**src/rtl/fsm_seq_monitor_pkg.sv**
```systemverilog
// fsm_seq_pkg: shared cause codes, code-table access and step-width helper for the sequence monitor
package fsm_seq_pkg;
  typedef enum logic [1:0] {
    CAUSE_NONE    = 2'b00,
    CAUSE_ILLEGAL = 2'b01,
    CAUSE_TIMEOUT = 2'b10
  } cause_e;
  localparam int MAX_STEPS = 8;
  // Code tables are widened to the largest supported step count so one helper serves every configuration
  typedef logic [2*MAX_STEPS+1:0] code_tab_t;
  function automatic logic [1:0] code_at(input code_tab_t tbl, input int k);
    return tbl[2*k +: 2];
  endfunction
  function automatic int step_w(input int steps);
    return $clog2(steps + 2);
  endfunction
endpackage

```
**src/rtl/fsm_seq_monitor_if.sv**
```systemverilog
// fsm_seq_monitor_if: sampled control pair, controls and status outputs of the sequence monitor
import fsm_seq_pkg::*;
interface fsm_seq_monitor_if #(
  parameter int STEPS = 2,
  parameter int CNT_W = 8
);
  localparam int SW = step_w(STEPS);
  logic             en;
  logic             i1;
  logic             i2;
  logic             clr_err;
  logic [SW-1:0]    step;
  logic             busy;
  logic             err;
  logic             err_sticky;
  logic [1:0]       err_cause;
  logic [CNT_W-1:0] err_cnt;
  logic             done;
  modport master (
    output en, i1, i2, clr_err,
    input  step, busy, err, err_sticky, err_cause, err_cnt, done
  );
  modport slave (
    input  en, i1, i2, clr_err,
    output step, busy, err, err_sticky, err_cause, err_cnt, done
  );
endinterface

```
**src/rtl/fsm_seq_monitor_dwell_timer.sv**
```systemverilog
// seq_dwell_timer: per-step hold counter with a terminal flag at TIMEOUT-1 (never set when TIMEOUT=0)
module seq_dwell_timer #(
  parameter int TIMEOUT = 16
) (
  input  logic clk,
  input  logic rst,
  input  logic clr,
  input  logic inc,
  input  logic en,
  output logic term
);
  localparam int W = TIMEOUT > 1 ? $clog2(TIMEOUT) : 1;
  localparam logic [W-1:0] LAST = W'(TIMEOUT > 0 ? TIMEOUT - 1 : 0);
  logic [W-1:0] dwell_q, dwell_d;
  always_comb dwell_d = !en ? dwell_q : clr ? '0 : (inc && TIMEOUT != 0) ? dwell_q + 1'b1 : dwell_q;
  always_ff @(posedge clk or negedge rst)
    if (!rst) dwell_q <= '0;
    else dwell_q <= dwell_d;
  assign term = TIMEOUT != 0 && dwell_q == LAST;
endmodule

```
**src/rtl/fsm_seq_monitor.sv**
```systemverilog
// fsm_seq_monitor: Moore monitor walking IDLE -> steps 1..STEPS -> IDLE on {i1,i2}, flagging illegal codes and dwell timeouts
module fsm_seq_monitor
  import fsm_seq_pkg::*;
#(
  parameter int               STEPS     = 2,
  parameter logic [2*STEPS+1:0] ADV_CODES = 6'b10_11_11,
  parameter logic [2*STEPS+1:0] ERR_CODES = 6'b00_01_10,
  parameter int               TIMEOUT   = 16,
  parameter int               CNT_W     = 8
) (
  input logic              clk,
  input logic              rst,
  fsm_seq_monitor_if.slave bus
);
  localparam int SW = step_w(STEPS);
  localparam logic [SW-1:0] IDLE = '0;
  localparam logic [SW-1:0] LAST = SW'(STEPS);
  localparam logic [SW-1:0] ER   = SW'(STEPS + 1);
  localparam code_tab_t ADV  = code_tab_t'(ADV_CODES);
  localparam code_tab_t ERRT = code_tab_t'(ERR_CODES);
  logic [SW-1:0]    state_q, state_d;
  logic             done_q, done_d, sticky_q, sticky_d;
  logic [1:0]       cause_q, cause_d, cause_new, code;
  logic [CNT_W-1:0] cnt_q, cnt_d, cnt_base;
  logic             in_step, hold, enter, term;
  always_comb begin
    code      = {bus.i1, bus.i2};
    in_step   = state_q != IDLE && state_q <= LAST;
    state_d   = state_q;
    done_d    = 1'b0;
    cause_new = CAUSE_NONE;
    if (bus.en) begin
      if (state_q == ER) state_d = bus.i1 ? ER : IDLE;
      else if (state_q > ER) state_d = IDLE;
      else if (code == code_at(ADV, int'(state_q))) begin
        state_d = state_q == LAST ? IDLE : state_q + 1'b1;
        done_d  = state_q == LAST;
      end else if (code == code_at(ERRT, int'(state_q))) begin
        state_d   = ER;
        cause_new = CAUSE_ILLEGAL;
      end else if (in_step && term) begin
        state_d   = ER;
        cause_new = CAUSE_TIMEOUT;
      end
    end
    hold     = in_step && state_d == state_q;
    enter    = state_d == ER && state_q != ER;
    // A clear and an entry on the same edge: clear first, then count the entry
    cnt_base = bus.clr_err ? '0 : cnt_q;
    cnt_d    = (enter && ~&cnt_base) ? cnt_base + 1'b1 : cnt_base;
    sticky_d = enter || (sticky_q && !bus.clr_err);
    cause_d  = enter ? cause_new : bus.clr_err ? CAUSE_NONE : cause_q;
  end
  seq_dwell_timer #(.TIMEOUT(TIMEOUT)) u_dwell (
    .clk  (clk),
    .rst  (rst),
    .clr  (state_d != state_q),
    .inc  (hold),
    .en   (bus.en),
    .term (term)
  );
  always_ff @(posedge clk or negedge rst)
    if (!rst) begin
      state_q  <= IDLE;
      done_q   <= 1'b0;
      sticky_q <= 1'b0;
      cause_q  <= CAUSE_NONE;
      cnt_q    <= '0;
    end else begin
      state_q  <= state_d;
      done_q   <= done_d;
      sticky_q <= sticky_d;
      cause_q  <= cause_d;
      cnt_q    <= cnt_d;
    end
  assign bus.step       = state_q;
  assign bus.busy       = state_q != IDLE && state_q <= LAST;
  assign bus.err        = state_q == ER;
  assign bus.done       = done_q;
  assign bus.err_sticky = sticky_q;
  assign bus.err_cause  = cause_q;
  assign bus.err_cnt    = cnt_q;
endmodule

```
**src/flat_wrapper.sv**
```systemverilog
// flat-port wrapper written by rule: the top's interface ports become plain ports
module fsm_seq_monitor_flat import fsm_seq_pkg::*;
#(
  parameter int               STEPS     = 2,
  parameter logic [2*STEPS+1:0] ADV_CODES = 6'b10_11_11,
  parameter logic [2*STEPS+1:0] ERR_CODES = 6'b00_01_10,
  parameter int               TIMEOUT   = 16,
  parameter int               CNT_W     = 8
)
  (clk, rst, bus_en, bus_i1, bus_i2, bus_clr_err, bus_step, bus_busy, bus_err, bus_err_sticky, bus_err_cause, bus_err_cnt, bus_done);
  fsm_seq_monitor_if #(.STEPS(STEPS), .CNT_W(CNT_W)) bus_i ();
  input logic clk;
  input logic rst;
  input wire logic [$bits(bus_i.en)-1:0] bus_en;
  input wire logic [$bits(bus_i.i1)-1:0] bus_i1;
  input wire logic [$bits(bus_i.i2)-1:0] bus_i2;
  input wire logic [$bits(bus_i.clr_err)-1:0] bus_clr_err;
  output wire logic [$bits(bus_i.step)-1:0] bus_step;
  output wire logic [$bits(bus_i.busy)-1:0] bus_busy;
  output wire logic [$bits(bus_i.err)-1:0] bus_err;
  output wire logic [$bits(bus_i.err_sticky)-1:0] bus_err_sticky;
  output wire logic [$bits(bus_i.err_cause)-1:0] bus_err_cause;
  output wire logic [$bits(bus_i.err_cnt)-1:0] bus_err_cnt;
  output wire logic [$bits(bus_i.done)-1:0] bus_done;
  assign bus_i.en = bus_en;
  assign bus_i.i1 = bus_i1;
  assign bus_i.i2 = bus_i2;
  assign bus_i.clr_err = bus_clr_err;
  assign bus_step = bus_i.step;
  assign bus_busy = bus_i.busy;
  assign bus_err = bus_i.err;
  assign bus_err_sticky = bus_i.err_sticky;
  assign bus_err_cause = bus_i.err_cause;
  assign bus_err_cnt = bus_i.err_cnt;
  assign bus_done = bus_i.done;
  fsm_seq_monitor #(.STEPS(STEPS), .ADV_CODES(ADV_CODES), .ERR_CODES(ERR_CODES), .TIMEOUT(TIMEOUT), .CNT_W(CNT_W)) u_core (.clk(clk), .rst(rst), .bus(bus_i));
endmodule
```
**config.mk**
```make
export PLATFORM = sky130hd
export DESIGN_NAME = fsm_seq_monitor_flat
export DESIGN_NICKNAME = d
export VERILOG_FILES = /design/src/rtl/fsm_seq_monitor_pkg.sv /design/src/rtl/fsm_seq_monitor_if.sv /design/src/rtl/fsm_seq_monitor_dwell_timer.sv /design/src/rtl/fsm_seq_monitor.sv /design/src/flat_wrapper.sv
export SDC_FILE = /design/constraint.sdc
export NUM_CORES = 1
export LEC_CHECK = 0
export CAP_MARGIN = 20
export CORE_ASPECT_RATIO = 0.7
export CORE_MARGIN = 10
export CORE_UTILIZATION = 35
export CTS_CLUSTER_SIZE = 24
export DETAILED_ROUTE_END_ITERATION = 10
export GPL_TIMING_DRIVEN = 1
export PLACE_DENSITY_LB_ADDON = 0.2
export SLEW_MARGIN = 20
export SYNTH_ARGS = -nofsm -noshare
export SYNTH_HDL_FRONTEND = slang
export SYNTH_SLANG_ARGS = --single-unit
```
**constraint.sdc**
```tcl
create_clock -name clk -period 7.9 [get_ports clk]
set_clock_uncertainty 0.15 [all_clocks]
set_input_delay 1.58 -clock clk [delete_from_list [all_inputs] [get_ports clk]]
set_output_delay 1.58 -clock clk [all_outputs]
set_load 0.02 [all_outputs]
```
==> run_results.csv, run 1 <==
group,metric,value,unit
worst_setup_path,cp_num_buf_inv,1,
placed_design,dp_cells,190,
synth,yosysMostFrequentCell,"dfrtp_1",
floorplanning,core,3210,um^2
worst_setup_path,critical_path_arrival,3.92,ns
timing,slew_headroom,45.1,%
timing,drv_slew,0,
synth,syn-num-nets,140,
drt,ant_nets,0,
placed_design,portBuffers,21,
synth,syn_avg_cell_area,9.50,um^2
synth,synth_commonest_cells,"dfrtp_1, nor2_1, ha_1",
layout,syn2layout_area_growth,25.9,%
cts,cts_max_level,1,
timing,timing.fmax,0.255,GHz
timing,rsz0062_at_grt,"no",
layout,drive_gt1_share,10.2,%
layout,final_cells,194,
drt,drt-vias-per-instance,4.96,
cts,clock_latency,0.25,ns
floorplanning,die_h,68.9,um
timing,hold_violations,0,
synth,synth_top_area_cell,"dfrtp_1",
worst_setup_path,slowest_delay,0.70,ns
cts,cts_tree,"built",
drt,initialDrtViolationCount,60,
cts,ctsResizeCount,0,
layout,design_area,1510,um^2
synth,synth_edf_count,0,
placed_design,place_hpwl,2110,um
layout,nNetsFinal,162,
power_and_ir_drop,power_density,279,nW/um^2
drt,wirelength,2710,um
synth,syn-cell-area,1200,um^2
floorplanning,num_rows,17,
drt,drc_errors,0,
drt,first_pass_iters,4,
drt,routedWlPerCell,14.0,um
timing,tns,0,ns
floorplanning,pin_count,22,
worst_setup_path,critPathTopFamily,"simple AND/OR/NAND/NOR gates",
worst_setup_path,required,7.89,ns
synth,synthDistinctLibCells,39,
cts,clock-sinks,18,
power_and_ir_drop,power.leakage,0.642,nW
worst_setup_path,crit_type,"in2reg",
min_path,hold_path_class,"reg2reg",
global_route,grt_pass1_vias,916,
power_and_ir_drop,ir_worst_vdd,0.155,mV
timing,timing.final.crit_period,3.93,ns
synth,ys_seq_area_share,37.6,%
worst_setup_path,crit_path_start_kind,"input pin",
synth,netlist_instances,126,
synth,synth_area_leaders,"dfrtp_1, ha_1, xor2_1",
status,outcome,"finished, final reports clean",
synth,ys_seq_elements,18,
floorplanning,start_util,37.3,%
worst_setup_path,cp_max_fo,12,
synth,yosysWarningCount,0,
placed_design,placed_area,1450,um^2
timing,setup_viol,0,
timing,min_period_over_period,49.7,%
flow_run,max-cap-violations,0,
cts,cts_setup_buffers,0,
cts,hold_buffers,0,
global_route,grt_antenna_before_repair,0,
drt,num_vias,962,
placed_design,gp_congestion,0.892,
timing,tightest_slew,0.820,ns
worst_setup_path,end_kind,"flop",
global_route,grt_max_degree,19,
worst_setup_path,crit_path_cell_trace,"clkdlybuf4s50_1 -> nand2_1 -> nor3b_2 -> a221oi_2 -> or4_4 -> nor3_1 -> mux2_1",
synth,synthFlopType,"dfrtp_1",
floorplanning,die_w,89.9,um
global_route,grt.overflow.total,0,
global_route,grt_pass1_wl,4400,um
cts,numCtsBuffers,3,
global_route,grt_use_total,8.77,%
cts,clockBufferDepth,2,
synth,async_flop_share,100,%
floorplanning,die_area,6200,um^2
cts,clk_pin_slew,0.07,ns
layout,diodes,0,
worst_setup_path,crit_slowest_cell,"clkdlybuf4s50_1",
cts,cts-root-buf,"clkbuf_8",
synth,yosysTopAreaCellShare,37.6,%
-- metal layers --
metal	track usage (%)	vias up	share of wire [%]	routed length, um
met3	4.09	5	6.3	171
met5	0	-	0	0
met1	11.0	453	51	1380
met4	3.36	0	0.92	25
li1	-	487	-	-
met2	12.9	17	42	1140
-- sequential cells by signal, summed over array words and instances, names as in the netlist --
register	cells
u_core.bus.err_cnt	8
u_core.u_dwell.dwell_q	4
u_core.bus.err_cause	2
u_core.bus.step	2
u_core.bus.done	1
u_core.bus.err_sticky	1
-- cells by family after synthesis --
| family | count (synthesis) | share of synthesized area [%] |
|---|---|---|
| muxes | 5 | 4.49 |
| AOI/OAI and AO/OA | 21 | 11.9 |
| and+or+nand+nor | 53 | 26.0 |
| xor gates and xnor gates | 10 | 7.94 |
| DFF | 18 | 37.6 |
| buffers and inverters | 11 | 3.66 |
| adders and majority gates | 8 | 8.36 |
-- metrics by stage --
step                hold slack, ns  util [%]  setup slack (ns)  power, mW
global route                 0.438      46.9              3.87      0.452
floorplan                    0.361         -              4.37      0.274
finish                       0.402      46.9              3.97      0.420
detailed placement           0.395      45.2              3.75      0.345
global placement             0.382      45.2              3.82      0.344
CTS                          0.405      46.9              4.02      0.425
-- where the power goes --
group / switching, mW / internal (mW)
Clock: 0.0309 / 0.0443
Combinational: 0.124 / 0.0919
Sequential: 0.0208 / 0.108
Total: 0.176 / 0.244
-- placed cells by master (no fill, tap or decap), types with 4 or more instances in the layout --
cell and n:
a21oi_1 5, clkbuf_8 4, clkdlybuf4s50_1 21, dfrtp_1 18, ha_1 8, inv_1 6
nand2_1 6, nand2b_1 6, nand3_1 7, nor2_1 9, nor2b_1 5, o21ai_0 7
xor2_1 7
-- worst min-delay path: stages (launching register included) --
cell and delay (ns):
dfrtp_1 0.39, inv_1 0.05, o21ai_0 0.07
-- final timing paths --
| kind | start | endpoint | slack, ns | cells after the start |
|---|---|---|---|---|
| worst max-delay path | bus_en | u_core.bus.err_cnt[5] | 3.97 | 7 |
| worst min-delay path | u_core.bus.err_sticky | u_core.bus.err_sticky | 0.40 | 2 |
| worst max register to register | u_core.bus.step[1] | u_core.bus.err_cnt[5] | 4.85 | 8 |
| worst min register to register | u_core.bus.err_sticky | u_core.bus.err_sticky | 0.40 | 2 |
| max in group asynchronous | rst | u_core.bus.step[0] | 5.44 | 1 |
| min in group asynchronous | rst | u_core.bus.err_sticky | 1.64 | 1 |
-- area by class of cell --
type	instances	area, um^2
clock buffers	4	55.1
fillers	321	1700
inverters	6	22.5
multi-input cells	97	703
flip-flops and latches	18	450
well taps	47	58.8
repair buffers	22	218
Power figures use the tool's default switching activity.
==> run 2, diff against run 1 <==
==> constraint.sdc (replaced) <==
create_clock -name clk -period 3.7 [get_ports clk]
set_clock_uncertainty 0.15 [all_clocks]
set_input_delay 0.74 -clock clk [delete_from_list [all_inputs] [get_ports clk]]
set_output_delay 0.74 -clock clk [all_outputs]
set_load 0.02 [all_outputs]
==> run 2 against run 1 <==
Net effect:
- first-iteration DRC count is 13% lower
- cell count is 0.52% higher
- cell area is 0.50% higher
- sequential share of layout area is 0.15 points lower
- count of clock-buffer cells in the layout stayed put
- power is 110% higher
- highest routed layer unchanged
==> run_results.csv, run 2 (synthesis results as in run 1) <==
group,metric,value,unit
layout,final_common_cell,"clkdlybuf4s50_1",
layout,final_cells,195,
floorplanning,start_util,37.3,%
status,outcome,"finished, final reports clean",
worst_setup_path,slowest_delay,0.69,ns
drt,drc_errors,0,
worst_setup_path,crit_slowest_cell,"clkdlybuf4s50_1",
worst_setup_path,reg2reg_depth,8,
cts,clockBufferDepth,2,
timing,tightest_slew,0.788,ns
worst_setup_path,crit_type,"in2reg",
worst_setup_path,rrSetupSlack,0.72,ns
floorplanning,die_w,89.9,um
cts,cts_tree,"built",
cts,cts_setup_buffers,0,
drt,num_vias,953,
drt,first_pass_iters,4,
timing,setup_viol,0,
placed_design,portBuffers,21,
timing,slew_headroom,47.3,%
worst_setup_path,crit_path_start_kind,"input pin",
floorplanning,die_h,68.9,um
global_route,grt_max_degree,19,
global_route,grt_pass1_wl,4570,um
floorplanning,pin_count,22,
min_path,hold_path_class,"reg2reg",
timing,min_period_over_period,81.8,%
power_and_ir_drop,seqPwrFrac,31.2,%
timing,hold_violations,0,
flow_run,max-cap-violations,0,
floorplanning,die_area,6200,um^2
floorplanning,core,3210,um^2
cts,clock_latency,0.25,ns
floorplanning,num_rows,17,
power_and_ir_drop,power_density,585,nW/um^2
timing,tns,0,ns
power_and_ir_drop,ir_worst_vdd,0.225,mV
global_route,grt_pass1_vias,929,
timing,timing.fmax,0.330,GHz
cts,ctsResizeCount,0,
timing,rsz0062_at_grt,"no",
power_and_ir_drop,power,0.886,mW
worst_setup_path,startpoint,"bus_en",
power_and_ir_drop,internal_power,0.521,mW
drt,wirelength,2630,um
power_and_ir_drop,power.leakage,0.646,nW
placed_design,dp_cells,191,
cts,numCtsBuffers,3,
drt,ant_nets,0,
placed_design,place_hpwl,2110,um
global_route,grt.overflow.total,0,
worst_setup_path,critical_path_arrival,3.01,ns
worst_setup_path,r2r-start,"u_core.bus.step[1]",
worst_setup_path,cp-endpoint,"u_core.bus.err_cnt[5]",
worst_setup_path,critPathTopFamily,"simple AND/OR/NAND/NOR gates",
cts,clock-sinks,18,
power_and_ir_drop,swShare,41.2,%
worst_setup_path,end_kind,"flop",
layout,drive_gt1_share,10.8,%
global_route,grt_use_total,9.05,%
timing,drv_slew,0,
layout,final_cell_mix,"clkdlybuf4s50_1, dfrtp_1, nor2_1",
layout,nNetsFinal,163,
worst_setup_path,cp_num_buf_inv,1,
drt,drt-vias-per-instance,4.89,
worst_setup_path,cp.depth,7,
worst_setup_path,timing.rr.end,"u_core.bus.err_cnt[5]",
global_route,grt_antenna_before_repair,0,
drt,initialDrtViolationCount,52,
cts,clk_pin_slew,0.07,ns
layout,syn2layout_area_growth,26.5,%
layout,largest_reg_flops,8,
cts,hold_buffers,0,
cts,cts_max_level,1,
placed_design,gp_congestion,0.841,
timing,timing.hold.ws,0.400,ns
drt,routedWlPerCell,13.5,um
worst_setup_path,cp_max_fo,12,
layout,nFillCells,295,
layout,diodes,0,
power_and_ir_drop,pwr-share-clk,17.6,%
power_and_ir_drop,pwr-share-comb,51.2,%
timing,timing.final.crit_period,3.03,ns
worst_setup_path,crit_path_cell_trace,"clkdlybuf4s50_1 -> nand2_1 -> nor3b_2 -> a221oi_2 -> or4_4 -> nor3_1 -> mux2_1",
power_and_ir_drop,switchingPower,0.366,mW
cts,cts-root-buf,"clkbuf_8",
worst_setup_path,required,3.69,ns
min_path,hold_path_depth,2,
run 2: per-stage QoR:
| stage | area, um^2 | utilization (%) | setup slack [ns] |
|---|---|---|---|
| final | 1520 | 47.2 | 0.674 |
| after global routing | 1520 | 47.2 | 0.487 |
| after CTS | 1520 | 47.2 | 0.690 |
| after detailed placement | 1460 | 45.5 | 0.411 |
| after global placement | 1460 | 45.5 | 0.419 |
| after floorplan | 1200 | - | 0.727 |
run 2: cell type report:
class | instances | area (um^2) | area share (%)
multi-input cells | 97 | 703 | 46.4
flip-flops and latches | 18 | 450 | 29.7
repair buffers | 23 | 225 | 14.9
well taps | 47 | 58.8 | 3.88
clock buffers | 4 | 55.1 | 3.63
inverters | 6 | 22.5 | 1.49
run 2: how the worst min path moves through the flow:
stage | from | to | slack, ns
2_1_floorplan | rst | u_core.bus.done | 0.29
3_3_place_gp | u_core.u_dwell.dwell_q[1] | u_core.u_dwell.dwell_q[1] | 0.39
3_5_place_dp | u_core.bus.err_sticky | u_core.bus.err_sticky | 0.38
4_1_cts | u_core.bus.err_sticky | u_core.bus.err_sticky | 0.39
5_1_grt | u_core.bus.err_sticky | u_core.bus.err_sticky | 0.43
6_report | u_core.bus.err_sticky | u_core.bus.err_sticky | 0.40
run 2: tightest hold or removal path: cells and delay by family, from the launching register on:
kind	cells	cell delay, ns
DFF	1	0.38
AOI/OAI and AO/OA	1	0.07
buffers and inverters	1	0.05
run 2: layer usage:
layer	GRT usage, %	vias to the layer above	routed length, um	share of wire, %
met5	0	-	0	0
met4	2.96	0	18	0.68
met3	3.66	4	123	4.7
met2	13.1	12	1050	40
met1	12.0	454	1440	55
li1	-	483	-	-
run 2: power groups by stage:
| stage | logic [mW] | clock network (mW) | registers, mW |
|---|---|---|---|
| after floorplan | 0.298 | 0 | 0.288 |
| after global placement | 0.457 | 0 | 0.277 |
| after detailed placement | 0.454 | 0 | 0.279 |
| after CTS | 0.457 | 0.162 | 0.276 |
| after global routing | 0.503 | 0.176 | 0.282 |
| final | 0.454 | 0.156 | 0.276 |
==> run 3, diff against run 2 <==
==> constraint.sdc (replaced) <==
create_clock -name clk -period 3.15 [get_ports clk]
set_clock_uncertainty 0.15 [all_clocks]
set_input_delay 0.63 -clock clk [delete_from_list [all_inputs] [get_ports clk]]
set_output_delay 0.63 -clock clk [all_outputs]
set_load 0.02 [all_outputs]
==> run 3 against run 2 <==
Net effect:
- routed wire length grew 8.0%
- critical endpoint unchanged
- cell count grew 4.6%
- sequential share of layout area shrank 1.3 points
- critical path depth is the same
- critical path type unchanged
- clock power grew 21%
==> run_results.csv, run 3 (synthesis results as in run 1) <==
group,metric,value,unit
min_path,hold_path_class,"reg2reg",
cts,clockBufferDepth,2,
global_route,grt_max_degree,19,
global_route,grt_pass1_wl,4770,um
global_route,grt_antenna_before_repair,0,
power_and_ir_drop,swShare,40.9,%
layout,syn2layout_area_growth,32.2,%
worst_setup_path,cp_max_fo,6,
drt,first_pass_iters,4,
worst_setup_path,end_kind,"flop",
cts,cts_setup_buffers,0,
layout,largest_reg_flops,8,
layout,final_cell_mix,"clkdlybuf4s50_1, dfrtp_1, buf_4",
layout,seq_area,450,um^2
timing,tightest_slew,0.817,ns
power_and_ir_drop,switchingPower,0.446,mW
cts,numCtsBuffers,3,
drt,initialDrtViolationCount,52,
placed_design,portBuffers,21,
worst_setup_path,crit_path_start_kind,"input pin",
layout,drive_gt1_share,15.9,%
layout,diodes,0,
cts,cts-root-buf,"clkbuf_8",
timing,drv_slew,0,
worst_setup_path,r2r-start,"u_core.bus.step[0]",
power_and_ir_drop,pwr-share-comb,55.6,%
timing,timing.fmax,0.344,GHz
cts,cts_max_level,1,
global_route,use_met2,14.6,%
timing,hold_violations,0,
drt,num_vias,1017,
placed_design,gp_congestion,0.884,
worst_setup_path,critical_path_arrival,2.89,ns
global_route,busiest_layer,"met2",
floorplanning,num_rows,17,
drt,routedWlPerCell,13.9,um
cts,hold_buffers,0,
timing,timing.final.crit_period,2.90,ns
power_and_ir_drop,power.leakage,0.690,nW
timing,rsz0062_at_grt,"no",
global_route,grt_pass1_vias,995,
floorplanning,die_w,89.9,um
drt,drt-vias-per-instance,4.99,
power_and_ir_drop,seqPwrFrac,27.1,%
drt,drc_errors,0,
timing,setup_ws,0.247,ns
timing,setup_viol,0,
power_and_ir_drop,pwr-share-clk,17.3,%
timing,min_period_over_period,92.2,%
global_route,grt_use_met1,12.2,%
drt,wirelength,2840,um
power_and_ir_drop,power_density,689,nW/um^2
floorplanning,die_area,6200,um^2
drt,ant_nets,0,
worst_setup_path,rrSetupSlack,0.45,ns
floorplanning,die_h,68.9,um
placed_design,place_hpwl,2230,um
global_route,grt.overflow.total,0,
global_route,grt_use_total,9.48,%
worst_setup_path,crit_slowest_cell,"or4_4",
worst_setup_path,timing.rr.end,"u_core.bus.err_cnt[5]",
worst_setup_path,required,3.14,ns
timing,slew_headroom,45.4,%
worst_setup_path,crit_type,"in2reg",
flow_run,max-cap-violations,0,
min_path,hold_path_depth,2,
min_path,hold_start,"u_core.bus.err_sticky",
layout,nNetsFinal,172,
layout,nFillCells,279,
timing,timing.hold.ws,0.375,ns
floorplanning,start_util,37.3,%
cts,clock_latency,0.25,ns
min_path,min_to,"u_core.bus.err_sticky",
worst_setup_path,crit_path_cell_trace,"clkdlybuf4s50_1 -> xnor2_2 -> o211a_1 -> a221oi_2 -> or4_4 -> nor3_1 -> mux2_1",
floorplanning,core,3210,um^2
layout,multi_input_area,703,um^2
power_and_ir_drop,ir_worst_vdd,0.351,mV
global_route,grt_use_met3,3.77,%
cts,clk_pin_slew,0.07,ns
placed_design,place_ws,-0.00759,ns
power_and_ir_drop,internal_power,0.645,mW
layout,post-route-util,49.3,%
worst_setup_path,critPathTopFamily,"simple AND/OR/NAND/NOR gates",
layout,final_common_cell,"clkdlybuf4s50_1",
cts,cts_tree,"built",
worst_setup_path,reg2reg_depth,8,
cts,ctsResizeCount,0,
worst_setup_path,slowest_delay,0.56,ns
worst_setup_path,cp_num_buf_inv,1,
floorplanning,pin_count,22,
cts,clock-sinks,18,
status,outcome,"finished, final reports clean",
==> run 3: cell count changes in the layout (fill, tap and decap cells not counted), sizes merged <==
cell	previous run	this run
buf	2	11
==> run 3: through the flow <==
step	power [mW]	TNS [ns]	instance area, um^2	std cells
after floorplan	0.688	0	1200	126
after global placement	0.903	-0.00322	1530	200
after detailed placement	0.904	-0.00759	1530	200
after CTS	1.10	0	1580	204
after global routing	1.18	0	1580	204
final	1.09	0	1580	204
==> run 3: layout make-up <==
class                      count  area share [%]
clock buffer                   4            3.48
inverter                       6            1.42
multi-input combinational     97            44.4
sequential                    18            28.5
tap                           47            3.72
timing repair buffer          32            18.5
==> run 3: worst reg2reg max path, cell delays in order, from the launching register on <==
cell and delay (ns):
dfrtp_1 0.34, inv_1 0.11, ha_1 0.40, nand4_1 0.17, o211ai_1 0.16, a221oi_2 0.15
or4_4 0.56, nor3_1 0.21, mux2_1 0.34
==> run 3: layer usage <==
layer	vias up	part of all wire, %	routed length [um]
li1	507	-	-
met1	489	52	1470
met2	19	42	1210
met3	2	5.3	152
met4	0	0.49	14
met5	-	0	0
==> run 3: power by group through the flow <==
stage | clock network [mW] | logic (mW) | registers, mW
after floorplan | 0 | 0.350 | 0.338
after global placement | 0 | 0.604 | 0.299
after detailed placement | 0 | 0.604 | 0.301
after CTS | 0.197 | 0.610 | 0.296
after global routing | 0.209 | 0.670 | 0.300
final | 0.189 | 0.606 | 0.295
==> run 3: worst max-delay path by stage <==
| stage | from | end | slack (ns) | cells after the start |
|---|---|---|---|---|
| after floorplan | u_core.bus.step[1] | u_core.bus.err_cnt[5] | 0.18 | 9 |
| after CTS | bus_i2 | u_core.bus.err_cnt[5] | 0.27 | 7 |
| after global placement | bus_i2 | u_core.bus.err_cnt[5] | -0.003 | 7 |
| after detailed placement | bus_i2 | u_core.bus.err_cnt[5] | -0.008 | 7 |
| final | bus_i2 | u_core.bus.err_cnt[5] | 0.25 | 7 |
| after global routing | bus_i2 | u_core.bus.err_cnt[1] | 0.17 | 8 |
